## config.mk

```make
export PLATFORM = sky130hd
export DESIGN_NAME = alu_acc_seq
export DESIGN_NICKNAME = d
export VERILOG_FILES = /design/src/rtl/alu_acc_pkg.sv /design/src/rtl/alu_acc_core.sv /design/src/rtl/alu_acc_seq.sv
export SDC_FILE = /design/constraint.sdc
export NUM_CORES = 1
export LEC_CHECK = 0
export CAP_MARGIN = 30
export CORE_ASPECT_RATIO = 0.9
export CORE_MARGIN = 2
export CORE_UTILIZATION = 50
export CTS_BUF_LIST = sky130_fd_sc_hd__clkbuf_4 sky130_fd_sc_hd__clkbuf_8
export DETAILED_ROUTE_END_ITERATION = 10
export GPL_ROUTABILITY_DRIVEN = 0
export GPL_TIMING_DRIVEN = 0
export PLACE_DENSITY = 0.71
export SYNTH_ARGS = -nofsm -noshare
export SYNTH_HDL_FRONTEND = slang
export SYNTH_HIERARCHICAL = 1
export SYNTH_SLANG_ARGS = --single-unit
```

## constraint.sdc

```tcl
create_clock -name clk -period 6.4 [get_ports clk]
set_input_delay 1.28 -clock clk [delete_from_list [all_inputs] [get_ports clk]]
set_output_delay 1.28 -clock clk [all_outputs]
set_load 0.01 [all_outputs]
```

## src/rtl/alu_acc_pkg.sv

```systemverilog
`default_nettype none
// ============================================================================
//  Module      : alu_acc_pkg
//  Description : Shared types and helpers for the accumulating sequential ALU:
//                op-code and FSM state encodings, shift-amount width helper.
//  Revision    : 1.0 - initial release
// ============================================================================
package alu_acc_pkg;

    // Operation codes presented on the op port
    typedef enum logic [2:0] {
        OP_ADD = 3'b000,
        OP_SUB = 3'b001,
        OP_SHL = 3'b010,
        OP_SHR = 3'b011,
        OP_AND = 3'b100,
        OP_OR  = 3'b101,
        OP_XOR = 3'b110,
        OP_NOT = 3'b111
    } op_e;

    // Control FSM states
    typedef enum logic [1:0] {
        ST_IDLE  = 2'd0,
        ST_SHIFT = 2'd1,
        ST_DONE  = 2'd2
    } state_e;

    // Width of the shift amount / shift counter for a given datapath width
    function automatic int shw_of(input int width);
        return $clog2(width);
    endfunction

endpackage : alu_acc_pkg
`default_nettype wire

```

## src/rtl/alu_acc_core.sv

```systemverilog
`default_nettype none
// ============================================================================
//  Module      : alu_acc_core
//  Description : Combinational single-step ALU: ADD/SUB/logic/NOT with
//                sign-magnitude SUB and ADD overflow flag. Shift op-codes
//                pass operand A through (the iterative shifter lives in the
//                sequential wrapper).
//  Config      : ALU_ACC_SAT_EN - ADD overflow saturates to all ones
//                instead of returning zero.
//  Revision    : 1.0 - initial release
// ============================================================================
module alu_acc_core
    import alu_acc_pkg::*;
#(
    parameter int WIDTH = 16
) (
    input  logic [2:0]       op,
    input  logic [WIDTH-1:0] a,
    input  logic [WIDTH-1:0] b,
    output logic [WIDTH-1:0] result,
    output logic             neg,
    output logic             err
);

    logic [WIDTH:0] w_sum;
    logic           w_a_ge_b;

    assign w_sum    = {1'b0, a} + {1'b0, b};
    assign w_a_ge_b = (a >= b);

    // Single-step result selection; flags default low for every op
    always_comb begin
        result = '0;
        neg    = 1'b0;
        err    = 1'b0;
        case (op_e'(op))
            OP_ADD: begin
                if (w_sum[WIDTH]) begin
                    err = 1'b1;
`ifdef ALU_ACC_SAT_EN
                    result = '1;
`else
                    result = '0;
`endif
                end else begin
                    result = w_sum[WIDTH-1:0];
                end
            end
            OP_SUB: begin
                if (w_a_ge_b) begin
                    result = a - b;
                end else begin
                    result = b - a;
                    neg    = 1'b1;
                end
            end
            OP_SHL,
            OP_SHR:  result = a;
            OP_AND:  result = a & b;
            OP_OR:   result = a | b;
            OP_XOR:  result = a ^ b;
            OP_NOT:  result = ~a;
            default: result = '0;
        endcase
    end

endmodule : alu_acc_core
`default_nettype wire

```

## src/rtl/alu_acc_seq.sv

```systemverilog
`default_nettype none
// ============================================================================
//  Module      : alu_acc_seq
//  Description : Registered ALU with valid/ready handshakes, an accumulator
//                selectable as operand X, and bit-serial shifts (one bit per
//                cycle). Non-shift ops complete in one cycle.
//  Config      : ALU_ACC_SAT_EN - ADD overflow saturates and the saturated
//                value is written to the accumulator.
//  Revision    : 1.0 - initial release
// ============================================================================
module alu_acc_seq
    import alu_acc_pkg::*;
#(
    parameter int WIDTH = 16
) (
    input  logic             clk,
    input  logic             reset,
    input  logic             in_valid,
    output logic             in_ready,
    input  logic [2:0]       op,
    input  logic [WIDTH-1:0] x,
    input  logic [WIDTH-1:0] y,
    input  logic             use_acc,
    output logic             out_valid,
    input  logic             out_ready,
    output logic [WIDTH-1:0] result,
    output logic             neg,
    output logic             err,
    output logic [WIDTH-1:0] acc
);

    localparam int SHW = shw_of(WIDTH);

    state_e           r_state;
    state_e           w_state_nxt;

    logic [WIDTH-1:0] r_result;   // doubles as the working register while shifting
    logic             r_neg;
    logic             r_err;
    logic [WIDTH-1:0] r_acc;
    logic [SHW-1:0]   r_cnt;
    logic             r_shl;      // direction of the shift in progress

    logic [WIDTH-1:0] w_opx;
    logic [SHW-1:0]   w_shamt;
    logic             w_accept;
    logic             w_is_shift;
    logic             w_multi_shift;
    logic             w_out_xfer;
    logic [WIDTH-1:0] w_core_result;
    logic             w_core_neg;
    logic             w_core_err;

    assign w_opx         = use_acc ? r_acc : x;
    assign w_shamt       = y[SHW-1:0];
    assign w_accept      = in_valid && in_ready;
    assign w_is_shift    = (op_e'(op) == OP_SHL) || (op_e'(op) == OP_SHR);
    assign w_multi_shift = w_is_shift && (w_shamt != '0);
    assign w_out_xfer    = out_valid && out_ready;

    alu_acc_core #(
        .WIDTH (WIDTH)
    ) u_core (
        .op     (op),
        .a      (w_opx),
        .b      (y),
        .result (w_core_result),
        .neg    (w_core_neg),
        .err    (w_core_err)
    );

    // State register
    always_ff @(posedge clk) begin
        if (reset) begin
            r_state <= ST_IDLE;
        end else begin
            r_state <= w_state_nxt;
        end
    end

    // Next-state logic: shifts with a non-zero amount detour through SHIFT
    always_comb begin
        w_state_nxt = r_state;
        case (r_state)
            ST_IDLE: begin
                if (w_accept) begin
                    w_state_nxt = w_multi_shift ? ST_SHIFT : ST_DONE;
                end
            end
            ST_SHIFT: begin
                if (r_cnt == SHW'(1)) begin
                    w_state_nxt = ST_DONE;
                end
            end
            ST_DONE: begin
                if (out_ready) begin
                    w_state_nxt = ST_IDLE;
                end
            end
            default: w_state_nxt = ST_IDLE;
        endcase
    end

    // Handshake outputs decoded from state
    always_comb begin
        in_ready  = (r_state == ST_IDLE);
        out_valid = (r_state == ST_DONE);
    end

    // Datapath: capture single-step results, run the serial shifter, and
    // commit the result to the accumulator on the output handshake
    always_ff @(posedge clk) begin
        if (reset) begin
            r_result <= '0;
            r_neg    <= 1'b0;
            r_err    <= 1'b0;
            r_acc    <= '0;
            r_cnt    <= '0;
            r_shl    <= 1'b0;
        end else begin
            case (r_state)
                ST_IDLE: begin
                    if (w_accept) begin
                        r_result <= w_core_result;
                        r_neg    <= w_core_neg;
                        r_err    <= w_core_err;
                        if (w_multi_shift) begin
                            r_cnt <= w_shamt;
                            r_shl <= (op_e'(op) == OP_SHL);
                        end
                    end
                end
                ST_SHIFT: begin
                    if (r_shl) begin
                        r_result <= {r_result[WIDTH-2:0], 1'b0};
                    end else begin
                        r_result <= {1'b0, r_result[WIDTH-1:1]};
                    end
                    r_cnt <= r_cnt - SHW'(1);
                end
                ST_DONE: begin
                    if (out_ready) begin
`ifdef ALU_ACC_SAT_EN
                        r_acc <= r_result;
`else
                        if (!r_err) begin
                            r_acc <= r_result;
                        end
`endif
                    end
                end
                default: ;
            endcase
        end
    end

    assign result = r_result;
    assign neg    = r_neg;
    assign err    = r_err;
    assign acc    = r_acc;

endmodule : alu_acc_seq
`default_nettype wire

```

## Yosys cells after proc, flatten, opt, wreduce, memory -nomap -nowiden

Cells that the tools add are included.

- Register bits: 41
- Input port bits: 40
- Output and inout port bits: 36
- Logic and storage cells: 64

- $add $sub $neg: 4
- $lt $le $gt $ge: 1
- Equal/unequal tests: 14
- Muxes and demuxes: 19
- Bitwise logic cells: 5
- Reduce and logical (&&, ||, !) cells: 14

Operator list:

| operator | count |
|---|---|
| 16-bit case mux with 7 select lines | 1 |
| 16-bit two-way mux | 5 |
| 16-bit case mux with 2 select lines | 1 |
| 16-bit subtractor | 2 |
| 16-bit by 16-bit adder with 17-bit output | 1 |
| 16-bit bitwise AND | 1 |
| 16-bit greater-or-equal comparator | 1 |
| 16-bit NOT | 1 |
| 16-bit OR | 1 |
| 16-bit XOR | 1 |
| 3-bit equality test, second input constant | 4 |
| 3-bit AND reduction | 4 |
| 2-bit two-way mux | 4 |
| 4-bit two-way mux | 2 |
| 4-bit case mux with 2 select lines | 1 |
| 3-bit by 2-bit equality test with 1-bit output, second input constant | 2 |
| 2-bit by 1-bit inequality test with 1-bit output, second input constant | 3 |
| 2-bit case mux with 3 select lines | 1 |
| 4-bit by 1-bit equality test with 1-bit output, second input constant | 1 |
| 1-bit two-way mux | 4 |
| 2-bit AND reduction | 2 |
| 4-bit nonzero test | 1 |
| 4-bit by 1-bit subtractor with 4-bit output, second input constant | 1 |
| 3-bit by 1-bit equality test with 1-bit output, second input constant | 1 |
| other kinds (10) | 11 |

## Longest topological paths before layout

Gate-level depths: netlist of run 1.

- Word-level depth: 6
- Mapped depth: 20

## By module

Netlist of run 1, hierarchy kept.

By module, submodules not included:

| module | times used | cells an instance | area each (um^2) | seq. area each (um^2) |
|---|---|---|---|---|
| alu_acc_core | 1 | 522 | 3380.7 | 0.0 |
| alu_acc_seq | 1 | 257 | 2138.3 | 820.8 |

## Worst setup path before layout of run 1

No wires, ideal clock.

- Path type: input port to flip-flop
- Start point: input port use_acc
- End point: register r_result[10], in the netlist result[10]
- Library setup time: 0.128 ns
- Data arrival time: 5.004 ns
- Slack: 1.268 ns
- Stages: 19
- Buffers on the path: 3
- Cells stage by stage: clkbuf_1 -> clkbuf_1 -> mux2_2 -> inv_1 -> ha_1 -> inv_2 -> a21o_1 -> or3_1 -> o221a_2 -> o21a_1 -> buf_6 -> or4_1 -> a22oi_2 -> o211ai_1 -> a221o_1 -> inv_1 -> o221ai_1 -> o21ai_0 -> nor2_1

- Longest elaborated chain between the ends: 6

RTL lines:

| what | line | RTL |
|---|---|---|
| start: declaration | alu_acc_seq.sv:23 | `input logic use_acc,` |
| 16-bit two-way mux * | alu_acc_seq.sv:54 | `assign w_opx = use_acc ? r_acc : x;` |
| via w_opx[7] | alu_acc_seq.sv:44 | `logic [WIDTH-1:0] w_opx;` |
| 16-bit subtractor (tied with other cells) | alu_acc_core.sv:53 | `result = b - a;` |
| 16-bit two-way mux, on equally long branches | alu_acc_core.sv:50, alu_acc_core.sv:38 |  |
| 16-bit case mux with 7 select lines * | alu_acc_core.sv:36 | `case (op_e'(op))` |
| via w_core_result[10] | alu_acc_seq.sv:50 | `logic [WIDTH-1:0] w_core_result;` |
| 16-bit two-way mux * | alu_acc_seq.sv:123 | `if (w_accept) begin` |
| 16-bit case mux with 2 select lines * | alu_acc_seq.sv:121 | `case (r_state)` |
| end signal: assignment | alu_acc_seq.sv:124 | `r_result <= w_core_result;` |
| end signal: assignment | alu_acc_seq.sv:135 | `r_result <= {r_result[WIDTH-2:0], 1'b0};` |
| end signal: assignment | alu_acc_seq.sv:137 | `r_result <= {1'b0, r_result[WIDTH-1:1]};` |
| end: declaration | alu_acc_seq.sv:37 | `logic [WIDTH-1:0] r_result;` |

Mark *: on every way through the listed nets, which the timed path passes. The rest lies on a longest branch. The select of a mux whose other input is x is not followed.
A chain may end at the register's enable or synchronous reset.

## Worst setup path in the final report of run 1

- Start point: input port use_acc
- End point: register r_result[6], in the netlist result[6]

The elaborated chain is that of the path after synthesis.

==> results of run 1 <==
power by group through the flow:
stage	Clock, W	Combinational (W)	Sequential, W
CTS	0.000224	0.000475	0.000291
detailed placement	0	0.000471	0.000297
floorplan	0	0.000307	0.000297
global placement	0	0.000462	0.000297
finish	0.000223	0.000491	0.000292
global route	0.000236	0.000530	0.000295
per-stage QoR:
| stage | TNS (ns) | hold WS [ns] |
|---|---|---|
| 3_5_place_dp | -0.815 | 0.471 |
| 2_1_floorplan | 0 | 0.445 |
| 6_report | 0 | 0.479 |
| 4_1_cts | 0 | 0.481 |
| 3_3_place_gp | -0.888 | 0.456 |
| 5_1_grt | 0 | 0.502 |
cells in the mapped netlist, drive strengths merged (4+ instances only):
| cell | instances |
|---|---|
| a211oi | 22 |
| a21o | 12 |
| a21oi | 79 |
| a22oi | 9 |
| a31oi | 9 |
| buf | 14 |
| clkbuf | 36 |
| dfxtp | 41 |
| ha | 65 |
| inv | 71 |
| mux2 | 18 |
| mux2i | 24 |
| nand2 | 82 |
| nand2b | 4 |
| nand3 | 5 |
| nand3b | 4 |
| nor2 | 82 |
| nor2b | 8 |
| nor3 | 12 |
| nor3b | 6 |
| nor4 | 7 |
| o211a | 4 |
| o211ai | 18 |
| o21a | 6 |
| o21ai | 56 |
| o221ai | 17 |
| o31ai | 5 |
| or4 | 5 |
timing repair:
item                                    in CTS  in global routing
endpoints found under the setup margin       0                 12
gates resized for setup                      0                  4
hold buffers                                 0                  0
worst max-delay path: stages:
cell and delay [ns]:
clkbuf_1 0.33, clkbuf_2 0.41, mux2_2 0.45, inv_1 0.10
ha_1 0.27, buf_2 0.21, and3_1 0.20, a211oi_2 0.41
a31oi_1 0.23, o41ai_1 0.53, o21ai_1 0.35, clkbuf_1 0.40
o22ai_1 0.26, nor2_1 0.05, o21ai_0 0.32, inv_1 0.09
o221ai_1 0.17, o21ai_0 0.11, nor2_1 0.11
sequential cells by signal, summed over array words and instances, names as in the netlist:
register,cells
acc,16
result,16
r_state,2
neg,1
r_cnt,4
r_shl,1
err,1
worst paths after layout:
path / start / end / slack [ns] / depth (start not counted)
setup / recovery: use_acc / result[6] / 0.36 / 19
hold / removal: acc[2] / acc[2] / 0.48 / 2
setup reg to reg: acc[2] / result[6] / 1.81 / 17
hold reg to reg: acc[2] / acc[2] / 0.48 / 2
metal layers:
layer  wire length [um]  up-vias  track usage (%)
met4                559        0             9.72
met2               8830      410             50.6
li1                   -     2948                -
met5                  0        -                0
met3               2120       44             7.08
met1               8190     3038             44.6
cell type report:
class / instances / area [um^2] / share of cell area (%)
Buffer: 50 / 213 / 3.25
Clock buffer: 7 / 90.1 / 1.38
Clock inverter: 1 / 30.0 / 0.459
Inverter: 71 / 267 / 4.07
Multi-Input combinational cell: 617 / 4230 / 64.6
Sequential cell: 41 / 821 / 12.5
Tap cell: 133 / 166 / 2.54
Timing Repair Buffer: 73 / 731 / 11.2
kinds of logic (layout without fill, tap and decap cells):
family	Yosys count	count (layout)	share of synthesized area (%)
AO/OA/AOI/OAI	271	271	32.5
AND/OR/NAND/NOR	230	230	19.0
buffers and inverters	121	202	8.66
adder cells (fa/ha/maj)	68	68	15.8
multiplexers	43	43	8.43
flip-flops	41	41	14.9
XOR/XNOR	5	5	0.794
==> impl_metrics.json, run 1 <==
{
  "dpl-instance-area_um2": 6420,
  "ctsHtreeMaxLevel": 2,
  "cts_buffer_depth": 2,
  "clock_skew_ns": 0.00947,
  "synth_top_cell_by_area": "dfxtp_1",
  "port_buffers": 73,
  "initial_core_util_pct": 51.1,
  "drc": 0,
  "cts_tree": "built",
  "layoutNonFillerInstCount": 993,
  "layout_min_cycle_time_ns": 6.04,
  "rsz0062_at_grt": "false",
  "crit_type": "in -> reg",
  "peakVddDrop_v": 0.000143,
  "p_seq_share_pct": 29.0,
  "grt_overflow": 0,
  "power.internal_w": 0.000597,
  "grt_max_degree": 13,
  "combinationalPowerShare_pct": 48.8,
  "ys_seq_area_share_pct": 14.9,
  "nFillCells": 1030,
  "run_status": "finished clean",
  "arrival_ns": 6.28,
  "ioPinCount": 76,
  "first_pass_iters": 6,
  "synth.avg_cell_area_um2": 7.08,
  "place_inst": 985,
  "maxCapViolCount": 0,
  "ys_warn_count": 6,
  "fin_crit_sh_pct": 94.4,
  "num_vias": 6440,
  "grt_pass1_wl_um": 30800,
  "synth-seq-cells": 41,
  "viasPerCell": 6.49,
  "synth_edf_count": 0,
  "synth_area_leaders": "dfxtp_1 (15%), ha_1 (15%), a21oi_1 (7.2%), nor2_1 (5.6%), nand2_1 (5.5%)",
  "cts_made_buffers": 5,
  "max_freq_ghz": 0.166,
  "cts_setup_buffers": 0,
  "total_power_w": 0.00101,
  "grt_pass1_vias": 5878,
  "hold_viol_final": 0,
  "finalWirelength_um": 19700,
  "dieArea_um2": 11900,
  "route.antenna.remaining_nets": 0,
  "crit_required_ns": 6.64,
  "p_leak_nw": 2.66,
  "start_kind": "input pin",
  "pre_cts_ws_ns": -0.232,
  "worstMarginPinSlew_ns": 0.939,
  "final_util_pct": 60.5,
  "root_buffer": "clkbuf_8",
  "wl_per_cell_um": 19.8,
  "ys_types": 69,
  "numClockSinks": 41,
  "die_x_um": 115,
  "grtUsageTotal_pct": 32.4,
  "crit_fanout": 10,
  "clk_latency_ns": 0.30,
  "drv_slew": 0,
  "area_growth_pct": 18.5,
  "path_clk_slew_ns": 0.08,
  "syn-cell-area_um2": 5520,
  "drt_iter0_drc": 706,
  "antenna_found_initial": 0,
  "finalInstanceArea_um2": 6540,
  "layout_setup_ws_ns": 0.358,
  "synth_ff_type": "dfxtp_1",
  "final_layout_size_suffix_gt1_share_pct": 5.70,
  "p_per_area_nw_per_um2": 154,
  "hpwl_um": 15200,
  "cp-end-kind": "register",
  "syn_nets": 887,
  "mostFrequentLayoutCell": "nor2_1",
  "max-slew-margin-rel_pct": 36.8,
  "fp.dieH_um": 104,
  "rows": 36,
  "nets": 967,
  "synth_cells": 779,
  "synth.top_cell.area_share_pct": 14.9,
  "async_flop_share_pct": 0,
  "setup_viol": 0,
  "diodes": 0,
  "core_area_um2": 10800,
  "p_sw_share_pct": 40.7,
  "worstHoldPathType": "reg -> reg",
  "mostFrequentLayoutCells": "nor2_1 (82), nand2_1 (81), a21oi_1 (79), clkdlybuf4s50_1 (73), inv_1 (70)",
  "clkPwrFrac_pct": 22.2,
  "switching_power_w": 0.000410
}
Note: power is estimated with default switching activity, not from simulation.
==> run 2: changes to the inputs <==
--- a/config.mk
+++ b/config.mk
@@ -13,7 +13,7 @@
 export DETAILED_ROUTE_END_ITERATION = 10
 export GPL_ROUTABILITY_DRIVEN = 0
 export GPL_TIMING_DRIVEN = 0
-export PLACE_DENSITY = 0.71
+export PLACE_DENSITY = 0.74
 export SYNTH_ARGS = -nofsm -noshare
 export SYNTH_HDL_FRONTEND = slang
 export SYNTH_HIERARCHICAL = 1
==> constraint.sdc (replaced) <==
create_clock -name clk -period 5.15 [get_ports clk]
set_input_delay 1.03 -clock clk [delete_from_list [all_inputs] [get_ports clk]]
set_output_delay 1.03 -clock clk [all_outputs]
set_load 0.01 [all_outputs]
==> run 2 against run 1 <==
Against the previous run:
- cell area is 1.6% higher
- sequential cell count stayed put
- register-to-register slack worse by 0.86 ns
- sequential share of layout area is 0.20 points lower
- global-route usage is 0.36 points lower
- core utilization is 0.98 points higher
- via count is 0.31% lower
- clock power is 40% higher
- hold slack worse by 0.0052 ns
- critical path depth is 2 lower
- setup slack worse by 0.19 ns
- critical endpoint is now result[13]
- largest cell class unchanged
==> impl_metrics.json, run 2 (synthesized netlist as in run 1, its figures left out) <==
{
  "grt_max_degree": 14,
  "drt_iter0_drc": 761,
  "power.internal_w": 0.000778,
  "cp-end-kind": "register",
  "hold_depth": 2,
  "crit_fanout": 10,
  "max_freq_ghz": 0.201,
  "grt_pass1_vias": 5985,
  "crit_type": "in -> reg",
  "r2r_slack_ns": 0.95,
  "nFillCells": 996,
  "mostFrequentLayoutCells": "nor2_1 (81), nand2_1 (81), a21oi_1 (79), clkdlybuf4s50_1 (72), inv_1 (69)",
  "num_vias": 6420,
  "p_per_area_nw_per_um2": 195,
  "r2r_end": "result[13]",
  "rows": 36,
  "arrival_ns": 5.21,
  "cts_made_buffers": 5,
  "hpwl_um": 15200,
  "combinationalPowerShare_pct": 48.1,
  "drc": 0,
  "crit_required_ns": 5.38,
  "grt_overflow": 0,
  "antenna_found_initial": 0,
  "crit_start": "x[2]",
  "viasPerCell": 6.47,
  "final_util_pct": 61.5,
  "hold_buffers": 0,
  "p_seq_share_pct": 27.9,
  "max-slew-margin-rel_pct": 47.5,
  "nets": 967,
  "clk_latency_ns": 0.30,
  "numClockSinks": 41,
  "drv_slew": 0,
  "path_clk_slew_ns": 0.08,
  "switching_power_w": 0.000520,
  "cts_buffer_depth": 2,
  "route.antenna.remaining_nets": 0,
  "die_x_um": 115,
  "whs_endpoint": "acc[4]",
  "fin_crit_sh_pct": 96.7,
  "worst_r2r_path_depth": 16,
  "clkPwrFrac_pct": 24.0,
  "r2r_start": "acc[2]",
  "maxCapViolCount": 0,
  "cts_tree": "built",
  "final_layout_size_suffix_gt1_share_pct": 7.67,
  "start_kind": "input pin",
  "setup_viol": 0,
  "setup-tns-final_ns": 0,
  "worstMarginPinSlew_ns": 0.786,
  "initial_core_util_pct": 51.1,
  "hold_viol_final": 0,
  "worstHoldPathType": "reg -> reg",
  "grtUsageTotal_pct": 32.1,
  "p_sw_share_pct": 40.1,
  "fp.dieH_um": 104,
  "port_buffers": 73,
  "finalWirelength_um": 19600,
  "clock_skew_ns": 0.0111,
  "area_growth_pct": 20.5,
  "layout_min_cycle_time_ns": 4.98,
  "run_status": "finished clean",
  "root_buffer": "clkbuf_8",
  "ctsHtreeMaxLevel": 2,
  "p_leak_nw": 2.71,
  "core_area_um2": 10800,
  "dieArea_um2": 11900,
  "peakVddDrop_v": 0.000135,
  "hp-start": "acc[4]",
  "diodes": 0,
  "ioPinCount": 76,
  "first_pass_iters": 6,
  "grt_pass1_wl_um": 30800,
  "wl_per_cell_um": 19.7
}
[run 2: cell type report]
cell class              instances  area [um^2]  area share [%]
clock inverters                 3         65.1           0.979
inverters                      71          267            4.01
plain buffers                  47          208            3.12
multi-input cells             617         4300            64.6
repair buffers                 76          756            11.4
well taps                     133          166            2.50
flip-flops and latches         41          821            12.3
clock buffers                   5         68.8            1.04
[run 2: stage by stage]
step	std cells	cell area, um^2	setup slack, ns	hold slack (ns)	total power [W]
3_3_place_gp	985	6420	-1.23	0.460	0.000938
6_report	993	6650	0.168	0.473	0.00130
4_1_cts	993	6580	0.0779	0.475	0.00127
2_1_floorplan	779	5520	0.268	0.445	0.000750
5_1_grt	993	6650	-0.0275	0.499	0.00137
3_5_place_dp	985	6420	-1.34	0.464	0.000954
[run 2: how the worst max path moves through the flow]
stage / end / depth (start not counted) / slack, ns
floorplan: result[10] / 19 / 0.27
global placement: result[7] / 19 / -1.23
detailed placement: result[6] / 19 / -1.34
CTS: result[7] / 19 / 0.08
global route: result[10] / 20 / -0.03
finish: result[13] / 17 / 0.17
[run 2: layer usage]
layer | up-vias | GRT usage, % | wire length (um)
li1 | 2963 | - | -
met1 | 2943 | 44.0 | 8000
met2 | 434 | 49.7 | 8560
met3 | 80 | 5.32 | 2040
met4 | 0 | 13.3 | 965
met5 | - | 0 | 0
[run 2: what timing repair did]
action / CTS / global route
buffers inserted: 0 / 3
gates cloned: 0 / 0
resized for setup: 9 / 18
setup endpoints to repair: 15 / 10
pin swaps: 0 / 5
[run 2: power by group through the flow]
stage                     Clock (W)  Combinational (W)  Sequential, W
final                      0.000312           0.000624       0.000362
after global placement            0           0.000570       0.000368
after CTS                  0.000314           0.000591       0.000361
after detailed placement          0           0.000585       0.000369
after global routing       0.000331           0.000673       0.000365
after floorplan                   0           0.000381       0.000369
[run 2: critical path, cell delays in order]
cell and delay [ns]:
clkdlybuf4s50_1 0.45, mux2_2 0.22, inv_1 0.08, ha_1 0.34, clkbuf_1 0.37, o21ai_0 0.26
a2111oi_0 0.66, o311ai_0 0.27, nand2_1 0.21, nor3_1 0.06, o21a_1 0.23, or4_1 0.48
nand4_1 0.12, inv_1 0.05, o221ai_1 0.15, o21ai_0 0.11, nor2_1 0.10
